<file path="config.mk">
export PLATFORM = sky130hd
export DESIGN_NAME = mips_instr_issue
export DESIGN_NICKNAME = d
export VERILOG_FILES = /design/src/rtl/mips_pkg.sv /design/src/rtl/mips_prog_ram.sv /design/src/rtl/mips_instr_issue.sv
export SDC_FILE = /design/constraint.sdc
export NUM_CORES = 1
export LEC_CHECK = 0
export ABC_CLOCK_PERIOD_IN_PS = 9100
export CAP_MARGIN = 20
export CORE_ASPECT_RATIO = 1.1
export CORE_MARGIN = 2
export CORE_UTILIZATION = 35
export CTS_CLUSTER_SIZE = 10
export DETAILED_ROUTE_END_ITERATION = 16
export HOLD_SLACK_MARGIN = 0.08
export PLACE_DENSITY_LB_ADDON = 0.12
export SYNTH_ARGS = -nofsm -noshare
export SYNTH_HDL_FRONTEND = slang
export SYNTH_SLANG_ARGS = --single-unit
</file>
<file path="constraint.sdc">
create_clock -name clk -period 9.1 [get_ports clk]
set_clock_uncertainty 0.15 [all_clocks]
set_input_delay 0.91 -clock clk [delete_from_list [all_inputs] [get_ports clk]]
set_output_delay 0.91 -clock clk [all_outputs]
set_load 0.01 [all_outputs]
</file>
<file path="src/rtl/mips_pkg.sv">
`default_nettype none
// ============================================================================
// Module   : mips_pkg
// Brief    : R-type field layout, NOP, funct codes and issue FSM state type.
// Revision : 1.0 - initial release
// ============================================================================
package mips_pkg;

    localparam int OPCODE_LSB = 26;
    localparam int OPCODE_W   = 6;
    localparam int RS_LSB     = 21;
    localparam int RS_W       = 5;
    localparam int RT_LSB     = 16;
    localparam int RT_W       = 5;
    localparam int RD_LSB     = 11;
    localparam int RD_W       = 5;
    localparam int SHAMT_LSB  = 6;
    localparam int SHAMT_W    = 5;
    localparam int FUNCT_LSB  = 0;
    localparam int FUNCT_W    = 6;

    // sll $0,$0,0 encodes as all zeros
    localparam logic [31:0] MIPS_NOP = 32'h0000_0000;

    localparam logic [5:0] FUNCT_SLL = 6'h00;
    localparam logic [5:0] FUNCT_ADD = 6'h20;
    localparam logic [5:0] FUNCT_SUB = 6'h22;
    localparam logic [5:0] FUNCT_AND = 6'h24;
    localparam logic [5:0] FUNCT_OR  = 6'h25;
    localparam logic [5:0] FUNCT_SLT = 6'h2A;

    typedef enum logic [1:0] {
        IDLE  = 2'd0,
        FETCH = 2'd1,
        ISSUE = 2'd2,
        DONE  = 2'd3
    } issue_state_t;

    function automatic logic [31:0] mips_rtype(
        input logic [4:0] rs,
        input logic [4:0] rt,
        input logic [4:0] rd,
        input logic [4:0] shamt,
        input logic [5:0] funct
    );
        logic [31:0] w_word;
        w_word = '0;
        w_word[RS_LSB    +: RS_W]    = rs;
        w_word[RT_LSB    +: RT_W]    = rt;
        w_word[RD_LSB    +: RD_W]    = rd;
        w_word[SHAMT_LSB +: SHAMT_W] = shamt;
        w_word[FUNCT_LSB +: FUNCT_W] = funct;
        return w_word;
    endfunction

endpackage
`default_nettype wire

</file>
<file path="src/rtl/mips_prog_ram.sv">
`default_nettype none
// ============================================================================
// Module   : mips_prog_ram
// Brief    : DEPTH x 32 program store, one write port, one registered
//            write-first read port. Contents are not reset.
// Revision : 1.0 - initial release
// ============================================================================
module mips_prog_ram #(
    parameter int DEPTH = 16,
    parameter int AW    = 4
) (
    input  logic          clk,
    input  logic          i_wr_en,
    input  logic [AW-1:0] i_wr_addr,
    input  logic [31:0]   i_wr_data,
    input  logic          i_rd_en,
    input  logic [AW-1:0] i_rd_addr,
    output logic [31:0]   o_rd_data
);

    logic [31:0] r_mem [DEPTH];
    logic [31:0] r_rd_data;

    always_ff @(posedge clk) begin
        if (i_wr_en) begin
            r_mem[i_wr_addr] <= i_wr_data;
        end
        if (i_rd_en) begin
            r_rd_data <= (i_wr_en && (i_wr_addr == i_rd_addr)) ? i_wr_data : r_mem[i_rd_addr];
        end
    end

    assign o_rd_data = r_rd_data;

endmodule
`default_nettype wire

</file>
<file path="src/rtl/mips_instr_issue.sv">
`default_nettype none
// ============================================================================
// Module   : mips_instr_issue
// Brief    : Host-loaded program buffer issuing one R-type word per accepted
//            transfer. Define MIPS_ISSUE_LOOP_EN to wrap and repeat forever.
// Revision : 1.0 - initial release
// ============================================================================
module mips_instr_issue
    import mips_pkg::*;
#(
    parameter int DEPTH = 16,
    parameter int AW    = 4
) (
    input  logic          clk,
    input  logic          reset,
    input  logic          load_en,
    input  logic [AW-1:0] load_addr,
    input  logic [31:0]   load_data,
    input  logic [AW:0]   prog_len,
    input  logic          start,
    input  logic          core_ready,
    output logic [31:0]   instr,
    output logic          instr_valid,
    output logic [AW:0]   pc,
    output logic          busy,
    output logic          done,
    output logic          load_err
);

    localparam logic [AW:0]   c_depth   = (AW+1)'(DEPTH);
    localparam logic [AW:0]   c_one     = (AW+1)'(1);
    localparam logic [AW-1:0] c_addr_one = AW'(1);

    issue_state_t  r_state;
    issue_state_t  w_next_state;
    logic [AW:0]   r_pc;
    logic [AW:0]   r_len_q;
    logic          r_done;
    logic          r_load_err;
    logic          w_valid;
    logic          w_busy;
    logic          w_transfer;
    logic          w_last;
    logic          w_wr_en;
    logic          w_rd_en;
    logic [AW-1:0] w_rd_addr;
    logic [31:0]   w_rd_data;
    logic [AW:0]   w_len_clamped;

    assign w_len_clamped = (prog_len > c_depth) ? c_depth : prog_len;
    assign w_transfer    = w_valid & core_ready;
    assign w_last        = (r_pc == r_len_q - c_one);
    assign w_wr_en       = load_en & ~w_busy;
    // Read address runs one word ahead of pc so back-to-back transfers need no bubble
    assign w_rd_en       = (r_state == FETCH) | w_transfer;
    assign w_rd_addr     = (r_state == ISSUE && !w_last) ? (r_pc[AW-1:0] + c_addr_one) : '0;

    mips_prog_ram #(
        .DEPTH (DEPTH),
        .AW    (AW)
    ) u_prog_ram (
        .clk       (clk),
        .i_wr_en   (w_wr_en),
        .i_wr_addr (load_addr),
        .i_wr_data (load_data),
        .i_rd_en   (w_rd_en),
        .i_rd_addr (w_rd_addr),
        .o_rd_data (w_rd_data)
    );

    always_ff @(posedge clk) begin
        if (reset) begin
            r_state <= IDLE;
        end else begin
            r_state <= w_next_state;
        end
    end

    always_comb begin
        w_next_state = r_state;
        case (r_state)
            IDLE: begin
                if (start) begin
                    w_next_state = (w_len_clamped == '0) ? DONE : FETCH;
                end
            end
            FETCH: w_next_state = ISSUE;
            ISSUE: begin
`ifdef MIPS_ISSUE_LOOP_EN
                w_next_state = ISSUE;
`else
                if (w_transfer && w_last) begin
                    w_next_state = DONE;
                end
`endif
            end
            DONE:    w_next_state = IDLE;
            default: w_next_state = IDLE;
        endcase
    end

    always_comb begin
        w_valid = 1'b0;
        w_busy  = 1'b0;
        case (r_state)
            FETCH: w_busy = 1'b1;
            ISSUE: begin
                w_busy  = 1'b1;
                w_valid = 1'b1;
            end
            default: begin
                w_valid = 1'b0;
                w_busy  = 1'b0;
            end
        endcase
    end

    always_ff @(posedge clk) begin
        if (reset) begin
            r_pc       <= '0;
            r_len_q    <= '0;
            r_done     <= 1'b0;
            r_load_err <= 1'b0;
        end else begin
            r_done     <= 1'b0;
            r_load_err <= load_en & w_busy;
            if (r_state == IDLE && start) begin
                r_pc    <= '0;
                r_len_q <= w_len_clamped;
                if (w_len_clamped == '0) begin
                    r_done <= 1'b1;
                end
            end else if (w_transfer) begin
                if (w_last) begin
                    r_done <= 1'b1;
`ifdef MIPS_ISSUE_LOOP_EN
                    r_pc   <= '0;
`endif
                end else begin
                    r_pc <= r_pc + c_one;
                end
            end
        end
    end

    assign instr       = w_valid ? w_rd_data : MIPS_NOP;
    assign instr_valid = w_valid;
    assign pc          = r_pc;
    assign busy        = w_busy;
    assign done        = r_done;
    assign load_err    = r_load_err;

endmodule
`default_nettype wire

</file>
==> results.cfg, run 1 <==
[global_routing]
grt_pass1_vias = 13000
overflow = 0
gr-usage-all-layers = 0.179
antenna_found_initial = 0
grt_max_degree = 63
grt_pass1_wl_um = 86400

[synthesis]
netlist.area_leader.share = 0.733
syn_inst = 1446
synthDistinctLibCells = 51
synthArstFlopShare = 0
synth.top_cells.by_area = edfxtp_1 (73%), mux2i_1 (5.8%), o31ai_1 (2.0%)
synth-main-ff-cell = edfxtp_1
synth.avg_cell_area_um2 = 15.4
syn_area_mm2 = 0.0223
yosys.area.top_type = edfxtp_1
yosysSeqAreaShare = 0.746
synth_warnings = 0
syn_nets = 1498
ys_ff_latch = 558
synth_edf_count = 544

[clock_network]
ctsHoldBuffers = 0
cts_tree = built
cts_root_buf = clkbuf_16
clock-sinks = 558
ctsResizeCount = 0
insertion_delay_ps = 590
cts.reportedPaths.clkPinSlew_ps = 50
cts_made_buffers = 66
cts_buffer_depth = 3
post_cts_buffers = 0
htreeDepth = 3

[placement]
port_buffers = 86
dp_hpwl_um = 31000
gp_congestion = 0.716

[cells_and_area]
antenna_cells = 0
fillerInstances = 5821
final_cell_mix = edfxtp_1 (544), mux2i_1 (128), nand2_1 (104)
mostFrequentLayoutCell = edfxtp_1
nets = 1591
drive_gt1_frac = 0.109
syn2layout_area_growth_pct = 17.0
fin_util = 0.411

[critical_path]
path_common_cell = buf_4
cp_num_buf_inv = 4
slowest_delay_ps = 760
worstSetupPathType = reg2reg
cp-start-kind = flip-flop
crit_slowest_cell = and2_1
crit_chain = inv_1 -> ha_1 -> nand3b_1 -> a21boi_1 -> o311ai_4 -> buf_4 -> and3_1 -> buf_4 -> and2_1 -> buf_4 -> o31ai_1 -> o211ai_1
critPathMaxFanout = 42
crit_family = buffers and inverters
cp.required_ps = 9350
r2r_setup_slack_ps = 4650
arrival_ps = 4700
crit_path_end_kind = flip-flop

[flow_run]
maxCapViolations = 0

[timing]
min_period_over_period = 0.488
grt_setup_unrepaired = false
finalCriticalPeriod_ps = 4450
finalHoldViolations = 0
finalSetupTns_ps = 0
fmax_mhz = 225
slew_violations = 0
setup_viol = 0
tightest_slew_ps = 1070
max_slew_margin = 0.286

[floorplanning]
die_y_um = 269
rows = 97
die_w_um = 245
fp.coreArea_mm2 = 0.0634
boundaryPins = 87
initial_core_util = 0.352
dieArea_mm2 = 0.0657

[power_and_ir_drop]
p_leak_uw = 0.00806
peakVddDrop_v = 0.000107
power.total_uw = 6230
p_per_area_mw_per_mm2 = 239

[route]
drc = 0
routedWlPerCell_um = 24.4
drt_iter0_drc = 876
wirelength_um = 58500
firstDrtPassIters = 5
routed_via_density = 5.28
ant_nets = 0
num_vias = 12700

[hold_path]
hold_class = reg2reg

[run_status]
status = finished, final reports clean
where the power goes:
group	internal [uW]	switching, uW	total, uW
Combinational	305	557	862
Clock	1360	966	2320
Sequential	3000	50.6	3050
Total	4660	1570	6230
worst reg2reg max path, delay by kind of cell, from the launching register on:
family | cells | cell delay, ps
compound gates | 4 | 750
flops | 1 | 390
simple gates | 3 | 1170
fa+ha+maj | 1 | 250
buf+inv | 4 | 1550
cell usage after synthesis (2+ instances only):
cell type,number
dfxtp_1,14
nand3_1,35
nor3b_1,4
xor2_1,7
and3_1,3
ha_1,6
nor2_1,31
o31ai_1,60
nand2b_1,6
edfxtp_1,544
o21ai_0,63
nor2b_1,3
nand3b_1,2
nand2_1,105
inv_1,36
a21o_1,2
nand4_1,2
mux2_2,31
a211oi_1,2
buf_4,2
o211ai_1,31
buf_2,12
nor3_1,7
o21a_1,2
buf_1,5
clkbuf_1,79
and2_1,38
a211o_1,30
a21oi_1,70
o22ai_1,62
mux2i_1,128
xnor2_1,5
area by class of cell:
type                    instances  area (um2)  area share
clock buffers                  83        1780      0.0683
clock inverters                 4        30.0     0.00115
inverters                      36         135     0.00519
multi-input cells             753        5290       0.203
flip-flops and latches        558       16600       0.638
well taps                     841        1050      0.0404
repair buffers                124        1150      0.0440
per-layer routing:
layer  share of wire  up-vias  global-route usage
met3           0.042       69              0.0265
met1            0.45     6543               0.237
li1                -     5764                   -
met5               0        -                   0
met4           0.021        0              0.0567
met2            0.49      294               0.303
logic make-up after synthesis:
| kind of cell | count (synthesis) | synth area share |
|---|---|---|
| buffers and inverters | 135 | 0.0238 |
| adder cells (fa/ha/maj) | 6 | 0.00337 |
| XOR/XNOR | 12 | 0.00472 |
| AND/OR/NAND/NOR | 243 | 0.0516 |
| AO/OA/AOI/OAI | 332 | 0.0965 |
| multiplexers | 160 | 0.0742 |
| flip-flops | 558 | 0.746 |
final timing paths:
kind / from / endpoint / cells past startpoint
hold / removal: r_len_q[4] / r_len_q[4] / 2
setup / recovery: r_len_q[0] / u_prog_ram.o_rd_data[14] / 12
hold reg to reg: r_len_q[4] / r_len_q[4] / 2
setup reg to reg: r_len_q[0] / u_prog_ram.o_rd_data[14] / 12
stage by stage:
stage	std cells	instance area [um2]	hold slack [ps]	setup slack, ps
6_report	2399	26100	324	4650
4_1_cts	2399	26100	333	4630
5_1_grt	2399	26100	349	4450
3_5_place_dp	2312	24200	326	4650
3_3_place_gp	2312	24200	325	4780
2_1_floorplan	1446	22300	298	4820
sequential cells by signal, indices dropped and copies added, names as in the netlist:
signal                flops
u_prog_ram.r_mem        512
pc                        5
u_prog_ram.o_rd_data     32
r_len_q                   5
done                      1
r_state                   2
load_err                  1
Power figures use the tool's default switching activity.
==> run 2: changes to the inputs <==
- ABC_CLOCK_PERIOD_IN_PS: 9100 -> 4440
- clock period: 9.1 -> 4.44 ns (I/O delays scaled with it)
==> run 2 against run 1 <==
Via count is 1.2% higher. Fmax rose by 20%. Count of clock-buffer cells in the layout is 7 lower. Sequential power up 110%. Die area unchanged. Flip-flop and latch count unchanged. Sequential share of layout area fell by 0.43 points.
==> results.cfg, run 2 (synthesis gave the netlist of run 1 again) <==
[run_status]
status = finished, final reports clean

[power_and_ir_drop]
swShare = 0.255
clkPwrFrac = 0.368
power_switching_uw = 3270
p_leak_uw = 0.00813
peakVddDrop_v = 0.000249
power.total_uw = 12800
p_comb_frac = 0.143
p_per_area_mw_per_mm2 = 488
power.internal_uw = 9550
p_seq_frac = 0.489

[timing]
grt_setup_unrepaired = false
min_period_over_period = 0.834
holdWs_ps = 300
tightest_slew_ps = 989
finalHoldViolations = 0
setup_viol = 0
fmax_mhz = 270
max_slew_margin = 0.339
slew_violations = 0
finalCriticalPeriod_ps = 3700
finalSetupTns_ps = 0

[floorplanning]
die_w_um = 245
rows = 97
fp.coreArea_mm2 = 0.0634
boundaryPins = 87
initial_core_util = 0.352
die_y_um = 269
dieArea_mm2 = 0.0657

[clock_network]
post_cts_buffers = 0
ctsHoldBuffers = 0
cts_buffer_depth = 3
cts_made_buffers = 66
ctsResizeCount = 0
cts.reportedPaths.clkPinSlew_ps = 60
cts_tree = built
insertion_delay_ps = 600
htreeDepth = 3
cts_root_buf = clkbuf_16
clock-sinks = 558

[route]
routed_via_density = 5.33
firstDrtPassIters = 7
drt_iter0_drc = 973
drc = 0
wirelength_um = 60200
num_vias = 12800
routedWlPerCell_um = 25.0
ant_nets = 0

[critical_path]
path_common_cell = buf_4
crit_path_end_kind = flip-flop
crit_slowest_cell = nor2_4
critPathMaxFanout = 30
cp.required_ps = 4710
worstSetupPathType = reg2reg
arrival_ps = 3970
cp-start-kind = flip-flop
slowest_delay_ps = 830
crit_chain = inv_1 -> ha_1 -> xor2_1 -> nor2_1 -> o311ai_4 -> buf_4 -> nand2_1 -> nor2_4 -> buf_4 -> o22ai_1 -> o211ai_1

[cells_and_area]
syn2layout_area_growth_pct = 17.7
largest_register = u_prog_ram.r_mem
drive_gt1_frac = 0.116
largest_reg_flops = 512
multi_input_area_mm2 = 0.00529
regArea_mm2 = 0.0166
nets = 1602
fin_util = 0.414
fillerInstances = 5789
final_cell_mix = edfxtp_1 (544), mux2i_1 (128), nand2_1 (104)
mostFrequentLayoutCell = edfxtp_1
layout.cells.non_filler = 2407

[hold_path]
hold_class = in2reg

[flow_run]
maxCapViolations = 0

[placement]
gp_congestion = 0.737
port_buffers = 86
dp_hpwl_um = 32800
dp.cells = 2322

[global_routing]
overflow = 0
antenna_found_initial = 0
grt_max_degree = 55
grt_pass1_wl_um = 88700
gr-usage-all-layers = 0.185
grt_pass1_vias = 13100
## run 2: stage by stage
| step | setup slack [ps] | instance area, um2 |
|---|---|---|
| global placement | 858 | 24400 |
| finish | 739 | 26200 |
| detailed placement | 723 | 24400 |
| CTS | 705 | 26200 |
| global route | 473 | 26200 |
| floorplan | 185 | 22300 |
## run 2: final cells by class
class	count	share of cell area
clock inverters	7	0.00281
multi-input cells	753	0.202
clock buffers	76	0.0660
flip-flops and latches	558	0.634
diodes	1	0.0000954
repair buffers	135	0.0505
inverters	36	0.00515
well taps	841	0.0401
## run 2: power groups by stage
| stage | combinational (uW) | clock (uW) | sequential, uW |
|---|---|---|---|
| floorplan | 1030 | 0 | 6290 |
| global route | 1970 | 5050 | 6280 |
| CTS | 1830 | 4860 | 6270 |
| detailed placement | 1820 | 0 | 6370 |
| global placement | 1810 | 0 | 6380 |
| finish | 1830 | 4720 | 6260 |
## run 2: final timing paths
kind	from	to	slack (ps)	cells after the start
worst max-delay path	r_len_q[0]	u_prog_ram.o_rd_data[1]	740	11
worst min-delay path	load_en	load_err	300	3
worst max register to register	r_len_q[0]	u_prog_ram.o_rd_data[1]	740	11
worst min register to register	r_len_q[4]	r_len_q[4]	320	2
## run 2: layer usage
layer | routed length [um] | vias to the layer above | track usage
met2 | 29500 | 348 | 0.313
met4 | 1170 | 0 | 0.0567
met3 | 2860 | 79 | 0.0280
met1 | 26600 | 6604 | 0.247
met5 | 0 | - | 0
li1 | - | 5789 | -
## run 2: critical path: cells and delay by family (launching register included)
kind,cells,cell delay (ps)
buf+inv,3,860
xor+xnor,1,150
simple gates,3,1140
compound gates,3,590
flops,1,390
fa+ha+maj,1,240
==> run 3: changes to the inputs <==
- ABC_CLOCK_PERIOD_IN_PS: 4440 -> 3100
- clock period: 4.44 -> 3.1 ns (I/O delays scaled with it)
==> run 3 against run 2 <==
Power grew 44%. First-iteration DRC count shrank 22%. Count of clock-buffer cells in the layout grew 2. Die area is the same. Sequential share of layout area shrank 0.96 points. Largest cell class unchanged. Largest power group unchanged. Utilization grew 0.64 points. Combinational power grew 47%. Via count grew 0.20%.
==> results.cfg, run 3 (synthesis gave the netlist of run 1 again) <==
[run_status]
status = finished, final reports clean

[cells_and_area]
syn2layout_area_growth_pct = 19.6
nets = 1622
largest_reg_flops = 512
largest_register = u_prog_ram.r_mem
drive_gt1_frac = 0.128
final_cell_mix = edfxtp_1 (544), mux2i_1 (128), nand2_1 (104)
mostFrequentLayoutCell = edfxtp_1

[route]
num_vias = 12800
firstDrtPassIters = 5
m1WireLength_um = 26300
routedWlPerCell_um = 24.4
highest-signal-layer = met4
ant_nets = 0
wirelength_um = 59300
dr_wl_met3_um = 2370
drc = 0
met2_length_um = 29200
drt_iter0_drc = 763
routed_via_density = 5.29

[placement]
gp_congestion = 0.739
dp_hpwl_um = 32200
port_buffers = 86
place_ws_ps = 125

[clock_network]
htreeDepth = 3
cts_made_buffers = 66
clock-sinks = 558
insertion_delay_ps = 600
cts.reportedPaths.clkPinSlew_ps = 50
cts_tree = built
cts_root_buf = clkbuf_16
cts_buffer_depth = 3
ctsHoldBuffers = 0

[critical_path]
crit_slowest_cell = clkdlybuf4s50_1
arrival_ps = 2440
cp.required_ps = 2640
slowest_delay_ps = 570
cp-start-kind = flip-flop
reg2reg_depth = 10
crit_chain = inv_1 -> ha_2 -> buf_6 -> and2_1 -> clkdlybuf4s50_1
critPathMaxFanout = 45
crit_path_end_kind = output port
worstSetupPathType = reg2out

[hold_path]
hold_class = in2reg
hold_depth = 3

[floorplanning]
dieArea_mm2 = 0.0657
die_w_um = 245
boundaryPins = 87
die_y_um = 269
initial_core_util = 0.352
fp.coreArea_mm2 = 0.0634
rows = 97

[timing]
slew_violations = 0
grt_setup_unrepaired = false
max_slew_margin = 0.316
finalCriticalPeriod_ps = 2900
setup_viol = 0
finalHoldViolations = 0
holdWs_ps = 168
setup_ws_ps = 205
fmax_mhz = 345
min_period_over_period = 0.934
tightest_slew_ps = 1020

[global_routing]
grt_max_degree = 86
overflow = 0
antenna_found_initial = 0
gr-usage-all-layers = 0.183
grt_pass1_vias = 13400
grt_pass1_wl_um = 88300

[power_and_ir_drop]
peakVddDrop_v = 0.000331
p_per_area_mw_per_mm2 = 692
p_leak_uw = 0.00832

[flow_run]
maxCapViolations = 0
run 3: cell types whose count changed in the layout (fill, tap and decap cells not counted), sizes merged:
cell    delta
clkinv     +1
buf       +20
clkbuf     +2
run 3: per-stage QoR:
| stage | total power (uW) | utilization | cells | setup TNS (ps) | area, um2 |
|---|---|---|---|---|---|
| 2_1_floorplan | 10500 | - | 1446 | -29070 | 22300 |
| 3_3_place_gp | 11800 | 0.391 | 2342 | 0 | 24800 |
| 3_5_place_dp | 11800 | 0.391 | 2342 | 0 | 24800 |
| 4_1_cts | 18700 | 0.420 | 2428 | 0 | 26600 |
| 5_1_grt | 19200 | 0.420 | 2429 | 0 | 26600 |
| 6_report | 18400 | 0.420 | 2430 | 0 | 26600 |
run 3: what timing repair did:
| action | 4_1_cts | 5_1_grt |
|---|---|---|
| buffers inserted | 0 | 1 |
| endpoints found under the setup margin | 0 | 42 |
| gates resized for setup | 0 | 3 |
| endpoints found under the hold margin | 0 | 0 |
run 3: cell type report:
type / count / area (um2)
diodes: 1 / 2.50
well taps: 841 / 1050
inverters: 36 / 135
repair buffers: 155 / 1690
flip-flops and latches: 558 / 16600
fillers: 5809 / 36700
clock buffers: 78 / 1740
clock inverters: 8 / 78.8
multi-input cells: 753 / 5320
run 3: worst max-delay path, delay by kind of cell, from the launching register on:
| kind | cells | cell delay (ps) |
|---|---|---|
| adders and majority gates | 1 | 200 |
| buffers and inverters | 3 | 1030 |
| DFF | 1 | 320 |
| and+or+nand+nor | 1 | 270 |
run 3: metal layers:
layer	vias up	global-route usage
met5	-	0
met2	268	0.313
li1	5826	-
met4	0	0.0631
met3	89	0.0276
met1	6663	0.239
run 3: worst paths after layout:
kind,end,slack (ps),startpoint
min,load_err,170,load_en
min reg2reg,r_len_q[4],350,r_len_q[4]
max,instr[9],200,r_state[0]
max reg2reg,u_prog_ram.o_rd_data[28],200,r_len_q[1]
run 3: power by group:
group	switching (uW)	internal (uW)	total (uW)	leakage [uW]
Sequential	145	8790	8930	0.00503
Combinational	1660	1030	2690	0.00240
Clock	2880	3930	6810	0.000887
